[src/rtl/bcd_pkg.sv]
// Shared definitions for the binary-to-BCD converter:
// FSM state encoding, BCD digit width and the digit-count check.
package bcd_pkg;

   typedef enum logic [1:0] {
      IDLE  = 2'd0,
      SHIFT = 2'd1,
      DONE  = 2'd2
   } state_e;

   localparam int BCD_DIGIT_W = 4;

   // True when DIGITS decimal digits can hold 2**bin_w-1.
   function automatic bit digits_ok(input int bin_w, input int digits);
      longint pow10;
      longint max_bin;
      pow10 = 1;
      for (int i = 0; i < digits; i++) begin
         pow10 = pow10 * 10;
      end
      max_bin = (longint'(1) << bin_w) - 1;
      return pow10 > max_bin;
   endfunction

endpackage

[src/rtl/bin_to_bcd_serial_add3.sv]
// Double-dabble nibble adjust: adds 3 to a BCD digit >= 5.
// Ports: nib_i (4-bit digit in), nib_o (adjusted digit out).
module bcd_add3
   import bcd_pkg::*;
(
   input  logic [BCD_DIGIT_W-1:0] nib_i,
   output logic [BCD_DIGIT_W-1:0] nib_o
);

   // nib_i <= 9 in normal operation, so +3 stays within 4 bits.
   assign nib_o = (nib_i >= 4'd5) ? nib_i + 4'd3 : nib_i;

endmodule

[src/rtl/bin_to_bcd_serial.sv]
// Serial shift-and-add-3 binary to packed BCD converter, one bit per clock.
// Ports: clk, rst_n (sync, active-low), start/bin_in (request),
//        busy, done (1-cycle pulse), bcd_out (held result, units in [3:0]).
module bin_to_bcd_serial
   import bcd_pkg::*;
#(
   parameter int BIN_WIDTH = 8,
   parameter int DIGITS    = 3
) (
   input  logic                          clk,
   input  logic                          rst_n,
   input  logic                          start,
   input  logic [BIN_WIDTH-1:0]          bin_in,
   output logic                          busy,
   output logic                          done,
   output logic [BCD_DIGIT_W*DIGITS-1:0] bcd_out
);

   localparam int BCD_W = BCD_DIGIT_W * DIGITS;
   localparam int SR_W  = BCD_W + BIN_WIDTH;
   localparam int CNT_W = $clog2(BIN_WIDTH + 1);

   if (BIN_WIDTH < 4 || BIN_WIDTH > 16) begin : g_bad_width
      $error("bin_to_bcd_serial: BIN_WIDTH must be 4..16");
   end

   if (!digits_ok(BIN_WIDTH, DIGITS)) begin : g_bad_digits
      $error("bin_to_bcd_serial: DIGITS too small for BIN_WIDTH");
   end

   state_e            state_q, state_d;
   logic [CNT_W-1:0]  cnt_q, cnt_d;
   logic [SR_W-1:0]   sr_q, sr_d;
   logic [BCD_W-1:0]  bcd_q, bcd_d;

   logic [BCD_W-1:0]  adj;
   logic [SR_W-1:0]   sr_adj;
   logic [SR_W-1:0]   sr_shl;

   for (genvar g = 0; g < DIGITS; g++) begin : g_add3
      bcd_add3 u_add3 (
         .nib_i (sr_q[BIN_WIDTH+BCD_DIGIT_W*g +: BCD_DIGIT_W]),
         .nib_o (adj[BCD_DIGIT_W*g +: BCD_DIGIT_W])
      );
   end

   // Adjust every digit, then shift the whole register left.
   assign sr_adj = {adj, sr_q[BIN_WIDTH-1:0]};
   assign sr_shl = sr_adj << 1;

   always_comb begin
      state_d = state_q;
      cnt_d   = cnt_q;
      sr_d    = sr_q;
      bcd_d   = bcd_q;
      case (state_q)
         IDLE, DONE: begin
            state_d = IDLE;
            if (start) begin
               sr_d    = {{BCD_W{1'b0}}, bin_in};
               cnt_d   = CNT_W'(BIN_WIDTH);
               state_d = SHIFT;
            end
         end
         SHIFT: begin
            sr_d  = sr_shl;
            cnt_d = cnt_q - CNT_W'(1);
            // Last shift: publish the BCD field in the same edge.
            if (cnt_q == CNT_W'(1)) begin
               bcd_d   = sr_shl[SR_W-1 -: BCD_W];
               state_d = DONE;
            end
         end
         default: state_d = IDLE;
      endcase
   end

   always_ff @(posedge clk) begin
      if (!rst_n) begin
         state_q <= IDLE;
         cnt_q   <= '0;
         sr_q    <= '0;
         bcd_q   <= '0;
      end else begin
         state_q <= state_d;
         cnt_q   <= cnt_d;
         sr_q    <= sr_d;
         bcd_q   <= bcd_d;
      end
   end

   assign busy    = (state_q == SHIFT);
   assign done    = (state_q == DONE);
   assign bcd_out = bcd_q;

endmodule

[config.mk]
export PLATFORM = sky130hd
export DESIGN_NAME = bin_to_bcd_serial
export DESIGN_NICKNAME = d
export VERILOG_FILES = /design/src/rtl/bcd_pkg.sv /design/src/rtl/bin_to_bcd_serial_add3.sv /design/src/rtl/bin_to_bcd_serial.sv
export SDC_FILE = /design/constraint.sdc
export NUM_CORES = 1
export LEC_CHECK = 0
export ABC_AREA = 1
export CORE_ASPECT_RATIO = 2
export CORE_MARGIN = 1
export CORE_UTILIZATION = 54
export DETAILED_ROUTE_END_ITERATION = 8
export PLACE_DENSITY_LB_ADDON = 0.2
export SYNTH_ARGS = -nofsm -noshare
export SYNTH_HDL_FRONTEND = slang
export SYNTH_SLANG_ARGS = --single-unit
[constraint.sdc]
create_clock -name clk -period 1.7 [get_ports clk]
set_input_delay 0.34 -clock clk [delete_from_list [all_inputs] [get_ports clk]]
set_output_delay 0.34 -clock clk [all_outputs]
set_load 0.005 [all_outputs]
# After elaboration in Yosys (flattened, before gate mapping)
# Index checks and enable logic that the tools add are counted.
[word_totals]
register_bits = 38
in_bits = 11
output_inout_bits = 14
elab_cells = 31
[classes]
add_sub_neg = 4
magnitude_cmp = 3
n_eq_ne = 5
mux = 10
n_reduce_logical = 5
[op_table]
columns = ["cell", "n"]
rows = [
  ["one-hot mux 20 bit (2 select lines)", 1],
  ["two-way mux 20 bit", 1],
  [">= comparator 4 x 3 -> 1 bit (second input constant)", 3],
  ["two-way mux 4 bit", 3],
  ["adder 4 x 2 -> 4 bit (second input constant)", 2],
  ["one-hot mux 4 bit (2 select lines)", 1],
  ["equality test 4 x 1 -> 1 bit (second input constant)", 1],
  ["one-hot mux 2 bit (2 select lines)", 1],
  ["AND reduction 2 bit", 2],
  ["subtractor 4 x 1 -> 4 bit (second input constant)", 1],
  ["adder 3 x 2 -> 3 bit (second input constant)", 1],
  ["two-way mux 3 bit", 1],
  ["equality test 2 x 1 -> 1 bit (second input constant)", 1],
  ["equality test 2 bit (second input constant)", 1],
  ["zero test 2 bit", 1],
  ["two-way mux 2 bit", 1],
  ["inequality test 2 x 1 -> 1 bit (second input constant)", 1],
  ["inequality test 2 bit (second input constant)", 1],
  ["nonzero test 2 bit", 1],
  ["OR reduction 2 bit", 1],
  ["two-way mux 1 bit", 1],
]

# Logic depth before layout (Yosys ltp)
# Gate-level depths: netlist of the first run.
[depth]
word_depth = 4
ltp_mapped = 9
depth_no_buf = 9

# By module
# From an unflattened synthesis of the first run, not the netlist that was laid out.
[hier_totals]
hier_cells = 300
hier_area_um2 = 2150.8
[by_module_without_submodules]
columns = ["mod", "n_inst", "cells_per_inst", "area_each_um2"]
rows = [
  ["bin_to_bcd_serial", 1, 231, 1745.4],
  ["bcd_add3", 3, 23, 135.1],
]

# Least setup slack after synthesis of the first run
# Ideal clock, no wire load.
[synth_path]
path_type = "register to register"
startpoint = "register sr_q[8]"
endpoint = "register bcd_q[1] (netlist: bcd_out[1])"
arrival_ps = 1109
required_ps = 1583
path_slack_ps = 474
stages_incl_launch_ff = 9
n_path_buf = 0
period_less_slack_ps = 1226
path_cell_list = "dfxtp_1 inv_1 ha_1 inv_1 nand2_1 nand3_1 nand2_1 a21oi_1 nor2_1"
[synth_between]
elab_chain_len = 2
word_cells_on_any_way = 3
classes_between = "1 x add/sub; 1 x order compare; 1 x mux"
[synth_rtl]
columns = ["element", "line", "rtl"]
rows = [
  ["start: declaration", "bin_to_bcd_serial.sv:33", "logic [SR_W-1:0] sr_q, sr_d;"],
  ["start signal: assignment", "bin_to_bcd_serial.sv:87", "sr_q <= sr_d;"],
  ["adder 4 x 2 -> 4 bit / >= comparator 4 x 3 -> 1 bit (equally long branches)", "bin_to_bcd_serial_add3.sv:11", "assign nib_o = (nib_i >= 4'd5) ? nib_i + 4'd3 : nib_i;"],
  ["two-way mux 4 bit (*)", "bin_to_bcd_serial_add3.sv:11", ""],
  ["end signal: assignment", "bin_to_bcd_serial.sv:83", "bcd_q <= '0;"],
  ["end signal: assignment", "bin_to_bcd_serial.sv:88", "bcd_q <= bcd_d;"],
  ["end: declaration", "bin_to_bcd_serial.sv:34", "logic [BCD_W-1:0] bcd_q, bcd_d;"],
]
# Every way passes the cells marked *; elsewhere a longest branch is shown, timed or not.
# A chain may end at the register's enable or synchronous reset.

# Final worst setup path of the first run
[layout_path]
startpoint = "register state_q[1]"
endpoint = "output port busy"
[layout_between]
elab_chain_len = 1
[layout_rtl]
columns = ["element", "line", "rtl"]
rows = [
  ["start: declaration", "bin_to_bcd_serial.sv:31", "state_e state_q, state_d;"],
  ["start signal: assignment", "bin_to_bcd_serial.sv:85", "state_q <= state_d;"],
  ["equality test 2 x 1 -> 1 bit", "bin_to_bcd_serial.sv:92", "assign busy = (state_q == SHIFT);"],
  ["end: declaration", "bin_to_bcd_serial.sv:14", "output logic busy,"],
]
# Every way passes these cells.

==> metrics, run 1 <==
status finished, violations left; failing checks DRC; final net count 297; routed wire length 3.94 mm; most crowded layer after global routing met2; CP delay by family, top buffers and inverters; vias after detailed routing 1710; Post-synth EDFFs 0; post-synth top area share 41.1%; endpoints failing hold 0; RSZ-0062 raised after global routing no; slowest CP cell clkdlybuf4s50_1; Post-synth top cells 52 x nand2_1, 38 x dfxtp_1, 24 x inv_1; met3 Use GR 4.73%; CP cell instances inv_2 -> nand2_4 -> clkinv_4 -> clkdlybuf4s50_1; Yosys reg bits 38; Crit Path Class reg2out; Root Buffer clkbuf_8; Rows 29; max-cap viol count 0; # diodes 0; register area 762 um2; Initial Utilization 57.3%; Critical Path Max Stage Delay 490 ps; Remaining DRCs 3; Die ar. 0.00368 mm2; Final WS setup 72.8 ps; syn_nets 268; final hold slack 469 ps; Synth Cell Area 0.00185 mm2; WL/cell 12.7 um; share of flip-flops with an asynchronous set or reset 0%; Area contributors post-synth dfxtp_1 41%, nand2_1 11%, a21oi_1 5.7%; Critical Path End Type primary output; synthesized area per cell 7.43 um2; sequential cell area fraction in the yosys report 41.1%; Worst Reg-to-Reg Cells 8; WP data arrival 1290 ps; pre-CTS setup slack 125 ps; first-pass GRT wire length 6.76 mm; GR Util met2 44.9%; PortBufs 24; Synth cell types 26; GRT Overall Usage 23.8%; setup TNS 0 ps; Slew @ Worst Pin 340 ps; CTS Buf Count 5; startpoint types register; r2r startpoint sr_q[12]; class of the worst hold path reg2reg; largest net degree at the start of global routing 23; slew margin rel. 77.2%; Hold Path Cell Cnt 2; Crit path required time 1360 ps; Max VDD drop 743 uV; Filler cells 277; Synth-to-Final Area Change 21.9%; HPWL Detailed 2.93 mm; initial antenna violation count 0; clock sink count 38; cells after synthesis 249; R2R Setup Slk 260 ps; share of the clock period used by the worst path 95.7%; share of layout cells above drive strength 1 9.68%; GP Congestion 0.839; Iter 0 DRT Violations 37; multi-input logic area 900 um2; PwrDens 957 mW/mm2; Die Wd 43.4 um; crit path buf inv count 3; Max Buffers Root-to-Sink 2; CP max FO 5; Ports 25; Reg2Reg Capture Point bcd_out[6]; Finished Layout Cells 310; met1 Usage GRT 23.9%; total power 0.00216 W; post-synth top area cell dfxtp_1; count of final max-slew check failures 0; First-pass DRT Iterations 8; Yosys Warn Count 0; Worst Clk Skew 3.66 ps; clock slew at reported path FFs 70 ps; Final setup violation count 0; Post-DRT Antenna Nets 0; CTS tree done; Pleak 0.942 nW; # H-tree levels 2; most common cell in the netlist nand2_1; placed insts 302; grt total ovfl 0; number of global-route vias before repair 1615; clock latency on the worst-skew pair 290 ps; Final min period 1630 ps; via-per-instance ratio 5.52; hold path startpoint sr_q[0]; die height 84.8 um; Max Fclk 615 MHz; area of the core 0.00323 mm2; Top FF cell, synth dfxtp_1; worst hold path endpoint sr_q[0]
[sequential cells by signal, indices dropped and copies added, names as in the netlist]
name / count
sr_q: 20
state_q: 2
cnt_q: 4
bcd_out: 12
[worst max path at each step]
| stage | endpoint | cells after the start | from | slack [ps] |
|---|---|---|---|---|
| finish | busy | 4 | state_q[1] | 70 |
| floorplan | bcd_out[1] | 8 | sr_q[8] | 470 |
| CTS | busy | 3 | state_q[0] | 10 |
| global route | busy | 4 | state_q[1] | 10 |
| detailed placement | sr_q[14] | 6 | start | 120 |
| global placement | sr_q[13] | 6 | start | 160 |
[cell type report]
| cell class | instances | share of cell area (%) |
|---|---|---|
| sequential | 38 | 33.8 |
| tap | 31 | 1.72 |
| inverter | 28 | 4.89 |
| timing repair buffer | 32 | 13.3 |
| clock inverter | 2 | 2.67 |
| clock buffer | 6 | 3.66 |
| multi-input combinational | 173 | 39.9 |
[metal layers]
layer / routed length, um / share of wire (%)
met1: 1520 / 39
met2: 2230 / 57
met3: 88 / 2.2
met4: 97 / 2.5
met5: 0 / 0
[logic make-up after synthesis]
logic type,after synthesis,synth area share [%]
DFF,38,41.1
AOI/OAI and AO/OA,43,12.9
muxes,2,1.08
and+or+nand+nor,120,29.0
adders and majority gates,8,5.41
buffers and inverters,38,10.5
[worst reg2reg max path, stage by stage, from the launching register on]
cell     delay [ps]
dfxtp_1         420
inv_1           100
ha_1            200
inv_1           100
nand2_1          90
nand3_1         150
nand2_1         100
a21oi_1         140
nor2_1           50
[power breakdown]
group	internal (W)	total [W]	leakage (nW)	switching [W]
logic	0.000112	0.000255	0.561	0.000143
registers	0.000934	0.000958	0.310	0.0000246
clock network	0.000626	0.000944	0.0714	0.000318
total	0.00167	0.00216	0.942	0.000486
[per-stage QoR]
stage / area [um2] / util, %
floorplan: 1850 / -
global placement: 2100 / 65.2
detailed placement: 2100 / 65.2
CTS: 2250 / 69.7
global route: 2250 / 69.8
finish: 2250 / 69.8
[repair_timing]
action	in CTS	in global routing
setup endpoints to repair	1	1
hold buffers	0	0
gates resized for setup	1	2
buffers inserted	0	0
[layout by cell type (no fill, tap or decap), drive strengths merged]
| cell | Yosys | layout |
|---|---|---|
| dfxtp | 38 | 38 |
| clkinv | 2 | 2 |
| a31oi | 1 | 1 |
| buf | 7 | 8 |
| nor3 | 8 | 8 |
| o21ai | 12 | 12 |
| a21oi | 22 | 22 |
| mux2i | 2 | 2 |
| nand3 | 22 | 22 |
| clkdlybuf4s50 | 0 | 24 |
| o211ai | 7 | 7 |
| nand2 | 55 | 55 |
| inv | 26 | 26 |
| or2 | 7 | 7 |
| nand4 | 6 | 6 |
| bufinv | 0 | 2 |
| nor2 | 22 | 22 |
| clkbuf | 3 | 6 |
| o22ai | 1 | 1 |
| ha | 8 | 8 |
Note: power is estimated with default switching activity, not from simulation.
==> inputs of run 2 (changes only) <==
--- a/config.mk
+++ b/config.mk
@@ -10,7 +10,8 @@
 export CORE_MARGIN = 1
 export CORE_UTILIZATION = 54
 export DETAILED_ROUTE_END_ITERATION = 8
-export PLACE_DENSITY_LB_ADDON = 0.2
+export PLACE_DENSITY = 0.79
+export SLEW_MARGIN = 20
 export SYNTH_ARGS = -nofsm -noshare
 export SYNTH_HDL_FRONTEND = slang
 export SYNTH_SLANG_ARGS = --single-unit
==> constraint.sdc (replaced) <==
create_clock -name clk -period 1.5 [get_ports clk]
set_input_delay 0.3 -clock clk [delete_from_list [all_inputs] [get_ports clk]]
set_output_delay 0.3 -clock clk [all_outputs]
set_load 0.005 [all_outputs]
==> metrics, run 2 (synthesis results as in run 1) <==
status finished, violations left; failing checks DRC; CP delay by family, top buffers and inverters; met3 Use GR 4.52%; Slew @ Worst Pin 297 ps; class of the worst hold path reg2reg; RSZ-0062 raised after global routing no; Rows 29; endpoints failing hold 0; CTS tree done; Biggest register sr_q; Reg2Reg Capture Point bcd_out[5]; Root Buffer clkbuf_8; Ports 25; hold path startpoint bcd_out[0]; crit path buf inv count 1; clock slew at reported path FFs 80 ps; # diodes 0; total setup buffers inserted after CTS 0; Post-CTS Resized 4; Worst Clk Skew 6.10 ps; Critical Path Sink bcd_out[2]; setup TNS 0 ps; via-per-instance ratio 5.40; first-pass GRT wire length 6.45 mm; area of the core 0.00323 mm2; CTS Buf Count 5; share of layout cells above drive strength 1 11.9%; commonest non-fill, non-tap cell in the layout nand2_1; most crowded layer after global routing met2; Worst Reg-to-Reg Cells 8; Remaining DRCs 6; Die Wd 43.4 um; Critical Path Max Stage Delay 500 ps; Pleak 0.963 nW; CTS Hold Buffers Added 0; final net count 304; max reg flops 20; HPWL Detailed 2.88 mm; CP max FO 2; GRT Overall Usage 23.0%; Crit Path Class reg2out; R2R Setup Slk 160 ps; Levels on crit path 1; vias after detailed routing 1707; clock sink count 38; largest net degree at the start of global routing 23; Final min period 1430 ps; initial antenna violation count 0; # H-tree levels 2; count of final max-slew check failures 0; Synth-to-Final Area Change 21.1%; Max Buffers Root-to-Sink 2; slowest CP cell clkdlybuf4s50_1; Die ar. 0.00368 mm2; grt total ovfl 0; First-pass DRT Iterations 6; die height 84.8 um; Max VDD drop 673 uV; CP cell instances clkdlybuf4s50_1; PwrDens 917 mW/mm2; r2r startpoint sr_q[13]; final hold slack 470 ps; Initial Utilization 57.3%; PortBufs 24; Filler cells 261; multi-input logic area 900 um2; GR Util met2 42.1%; slew margin rel. 80.0%; number of global-route vias before repair 1558; WL/cell 12.3 um; routed wire length 3.87 mm; clock latency on the worst-skew pair 290 ps; Max Fclk 698 MHz; Critical Path End Type primary output; max-cap viol count 0; met1 Usage GRT 23.5%; startpoint types register; Final setup violation count 0; Worst Setup SP bcd_out[2]; GP Congestion 0.927; register area 762 um2; Post-DRT Antenna Nets 0; most frequent cells in the layout 52 x nand2_1, 37 x dfxtp_1, 23 x inv_1, 22 x clkdlybuf4s50_1; Crit path required time 1200 ps; Iter 0 DRT Violations 42; WP data arrival 1130 ps; share of the clock period used by the worst path 95.6%
## run 2: worst min-delay path by stage
| stage | cells past startpoint | slack [ps] | to |
|---|---|---|---|
| 2_1_floorplan | 2 | 430 | sr_q[0] |
| 3_3_place_gp | 2 | 450 | sr_q[0] |
| 3_5_place_dp | 2 | 460 | bcd_out[0] |
| 5_1_grt | 2 | 500 | sr_q[17] |
| 4_1_cts | 2 | 470 | bcd_out[0] |
| 6_report | 2 | 470 | bcd_out[0] |
## run 2: metrics by stage
| stage | area [um2] | util, % | cells | power [W] | setup WS, ps |
|---|---|---|---|---|---|
| after floorplan | 1850 | - | 249 | 0.00131 | 274 |
| after global placement | 2160 | 66.8 | 309 | 0.00141 | 67.4 |
| after detailed placement | 2160 | 66.8 | 309 | 0.00141 | 56.4 |
| after CTS | 2230 | 69.2 | 316 | 0.00207 | 47.1 |
| after global routing | 2240 | 69.4 | 316 | 0.00215 | 9.51 |
| final | 2240 | 69.4 | 316 | 0.00205 | 66.7 |
## run 2: per-layer routing
metal / vias up / routed length (um)
li1: 882 / -
met1: 783 / 1570
met2: 36 / 2130
met3: 6 / 98
met4: 0 / 77
met5: - / 0
## run 2: cell type report
class	count	share of cell area, %
well taps	31	1.73
inverters	28	4.92
clock buffers	5	3.07
flip-flops and latches	38	34.0
repair buffers	39	15.6
clock inverters	2	0.447
multi-input cells	173	40.2
## run 2: worst reg2reg max path: cells and delay by family (launching register included)
kind / cells / cell delay [ps]
AO/OA/AOI/OAI: 1 / 130
adder cells (fa/ha/maj): 1 / 190
flip-flops: 1 / 350
buffers and inverters: 2 / 170
AND/OR/NAND/NOR: 4 / 400
## run 2: where the power goes
part,leakage [nW],switching (W),total (W),internal [W]
combinational,0.610,0.000163,0.000304,0.000141
clock,0.0438,0.000351,0.000663,0.000312
sequential,0.310,0.0000282,0.00109,0.00106
==> inputs of run 3 (changes only) <==
==> constraint.sdc (replaced) <==
create_clock -name clk -period 1.39 [get_ports clk]
set_input_delay 0.278 -clock clk [delete_from_list [all_inputs] [get_ports clk]]
set_output_delay 0.278 -clock clk [all_outputs]
set_load 0.005 [all_outputs]
==> metrics, run 3 (synthesis results as in run 1) <==
GP Congestion 0.882; status finished, violations left; Post-DRT Antenna Nets 0; Ports 25; CTS Buf Count 5; setup TNS 0 ps; Reg2Reg Capture Point bcd_out[1]; final hold slack 467 ps; RSZ-0062 raised after global routing no; Crit path required time 1110 ps; endpoints failing hold 0; via-per-instance ratio 5.51; Max VDD drop 1050 uV; clock sink count 38; Synth-to-Final Area Change 24.8%; Final min period 1320 ps; P_sw 0.000577 W; r2r startpoint sr_q[8]; CP cell instances inv_2 -> nand2_2 -> clkinv_4 -> dlygate4sd2_1; max-cap viol count 0; Die Wd 43.4 um; # H-tree levels 2; Clk network pwr share 33.5%; Sw Share 25.4%; hold path startpoint sr_q[19]; sequential fraction of design power 51.7%; Remaining DRCs 7; Final setup violation count 0; final net count 304; routed wire length 4.21 mm; Worst Reg-to-Reg Cells 6; # diodes 0; Max Buffers Root-to-Sink 2; largest net degree at the start of global routing 23; count of final max-slew check failures 0; Critical Path Max Stage Delay 330 ps; PwrDens 983 mW/mm2; initial antenna violation count 0; Max Fclk 758 MHz; Die ar. 0.00368 mm2; met3 Use GR 4.30%; internal power 0.00169 W; R2R Setup Slk 100 ps; GR Util met2 50.3%; CTS tree done; vias after detailed routing 1748; Slew @ Worst Pin 319 ps; Biggest register sr_q; first-pass GRT wire length 7.18 mm; most frequent cells in the layout 49 x nand2_1, 30 x dfxtp_1, 21 x inv_1, 21 x nor2_1; area of the core 0.00323 mm2; slowest CP cell dfxtp_1; share of the clock period used by the worst path 95.0%; most crowded layer after global routing met2; Rows 29; clock latency on the worst-skew pair 280 ps; share of layout cells above drive strength 1 17.8%; class of the worst hold path reg2reg; Hold Path Cell Cnt 2; Crit Path Class reg2out; WL/cell 13.3 um; slew margin rel. 78.5%; Filler cells 281; Worst Clk Skew 6.31 ps; Iter 0 DRT Violations 50; startpoint types register; grt total ovfl 0; PortBufs 24; worst hold path endpoint sr_q[19]; clock slew at reported path FFs 70 ps; failing checks DRC; met1 Usage GRT 23.5%; Critical Path End Type primary output; number of global-route vias before repair 1740; Root Buffer clkbuf_8; commonest non-fill, non-tap cell in the layout nand2_1; combinational power share 14.7%; GRT Overall Usage 25.3%; First-pass DRT Iterations 6; CP max FO 2; HPWL Detailed 3.09 mm; Initial Utilization 57.3%; WP data arrival 1040 ps; die height 84.8 um; Pleak 1.10 nW; max reg flops 20
[run 3: cell count changes in the layout (fill, tap and decap cells not counted), moves of 3 or more]
cell	delta
nand2_1	-3
dfxtp_1	-7
dlymetal6s2s_1	+4
clkdlybuf4s50_1	-12
dfxtp_2	+7
a21oi_1	-3
a21oi_2	+3
dlygate4sd2_1	+8
nand2_2	+3
[run 3: layout make-up]
| type | count | area, um2 | share of cell area, % |
|---|---|---|---|
| Multi-Input combinational cell | 173 | 933 | 40.5 |
| Sequential cell | 38 | 771 | 33.4 |
| Timing Repair Buffer | 39 | 363 | 15.7 |
| Inverter | 28 | 110 | 4.77 |
| Clock buffer | 7 | 86.3 | 3.74 |
| Tap cell | 31 | 38.8 | 1.68 |
| Clock inverter | 1 | 5.00 | 0.217 |
[run 3: how the worst max path moves through the flow]
stage                       to       start  slack (ps)  cells past startpoint
global placement      cnt_q[3]       start           3                      8
floorplan           bcd_out[1]     sr_q[8]         160                      8
detailed placement    sr_q[18]       start         -30                      6
global route          sr_q[14]    sr_q[12]           2                      7
CTS                 bcd_out[6]  bcd_out[6]           2                      1
finish                    busy  state_q[1]          70                      4
[run 3: power groups by stage]
stage	registers [W]	clock network (W)	logic, W
after floorplan	0.00119	0	0.000227
after global placement	0.00120	0	0.000328
after detailed placement	0.00120	0	0.000336
after CTS	0.00117	0.000775	0.000333
after global routing	0.00118	0.000823	0.000370
final	0.00117	0.000761	0.000334
[run 3: layer usage]
metal,vias up,share of wire (%)
met5,-,0
met4,0,1.8
met1,815,38
met3,8,2.3
li1,895,-
met2,30,58
[run 3: stage by stage]
step	std cells	instance area, um2	worst slack, ps	total power, W	utilization, %
2_1_floorplan	249	1850	164	0.00142	-
3_3_place_gp	309	2170	3.38	0.00152	67.2
3_5_place_dp	309	2170	-25.4	0.00153	67.2
4_1_cts	317	2260	2.09	0.00228	69.9
5_1_grt	317	2310	1.97	0.00237	71.4
6_report	317	2310	70.1	0.00227	71.4
[run 3: critical path: cells and delay by family, from the launching register on]
family | cells | cell delay (ps)
buffers and inverters | 3 | 340
flip-flops | 1 | 330
AND/OR/NAND/NOR | 1 | 90
[run 3: timing repair]
action,4_1_cts,5_1_grt
buffers inserted,0,0
resized for setup,17,18
hold buffers,0,0
gates cloned,0,0
setup endpoints to repair,13,18
pin swaps,1,0
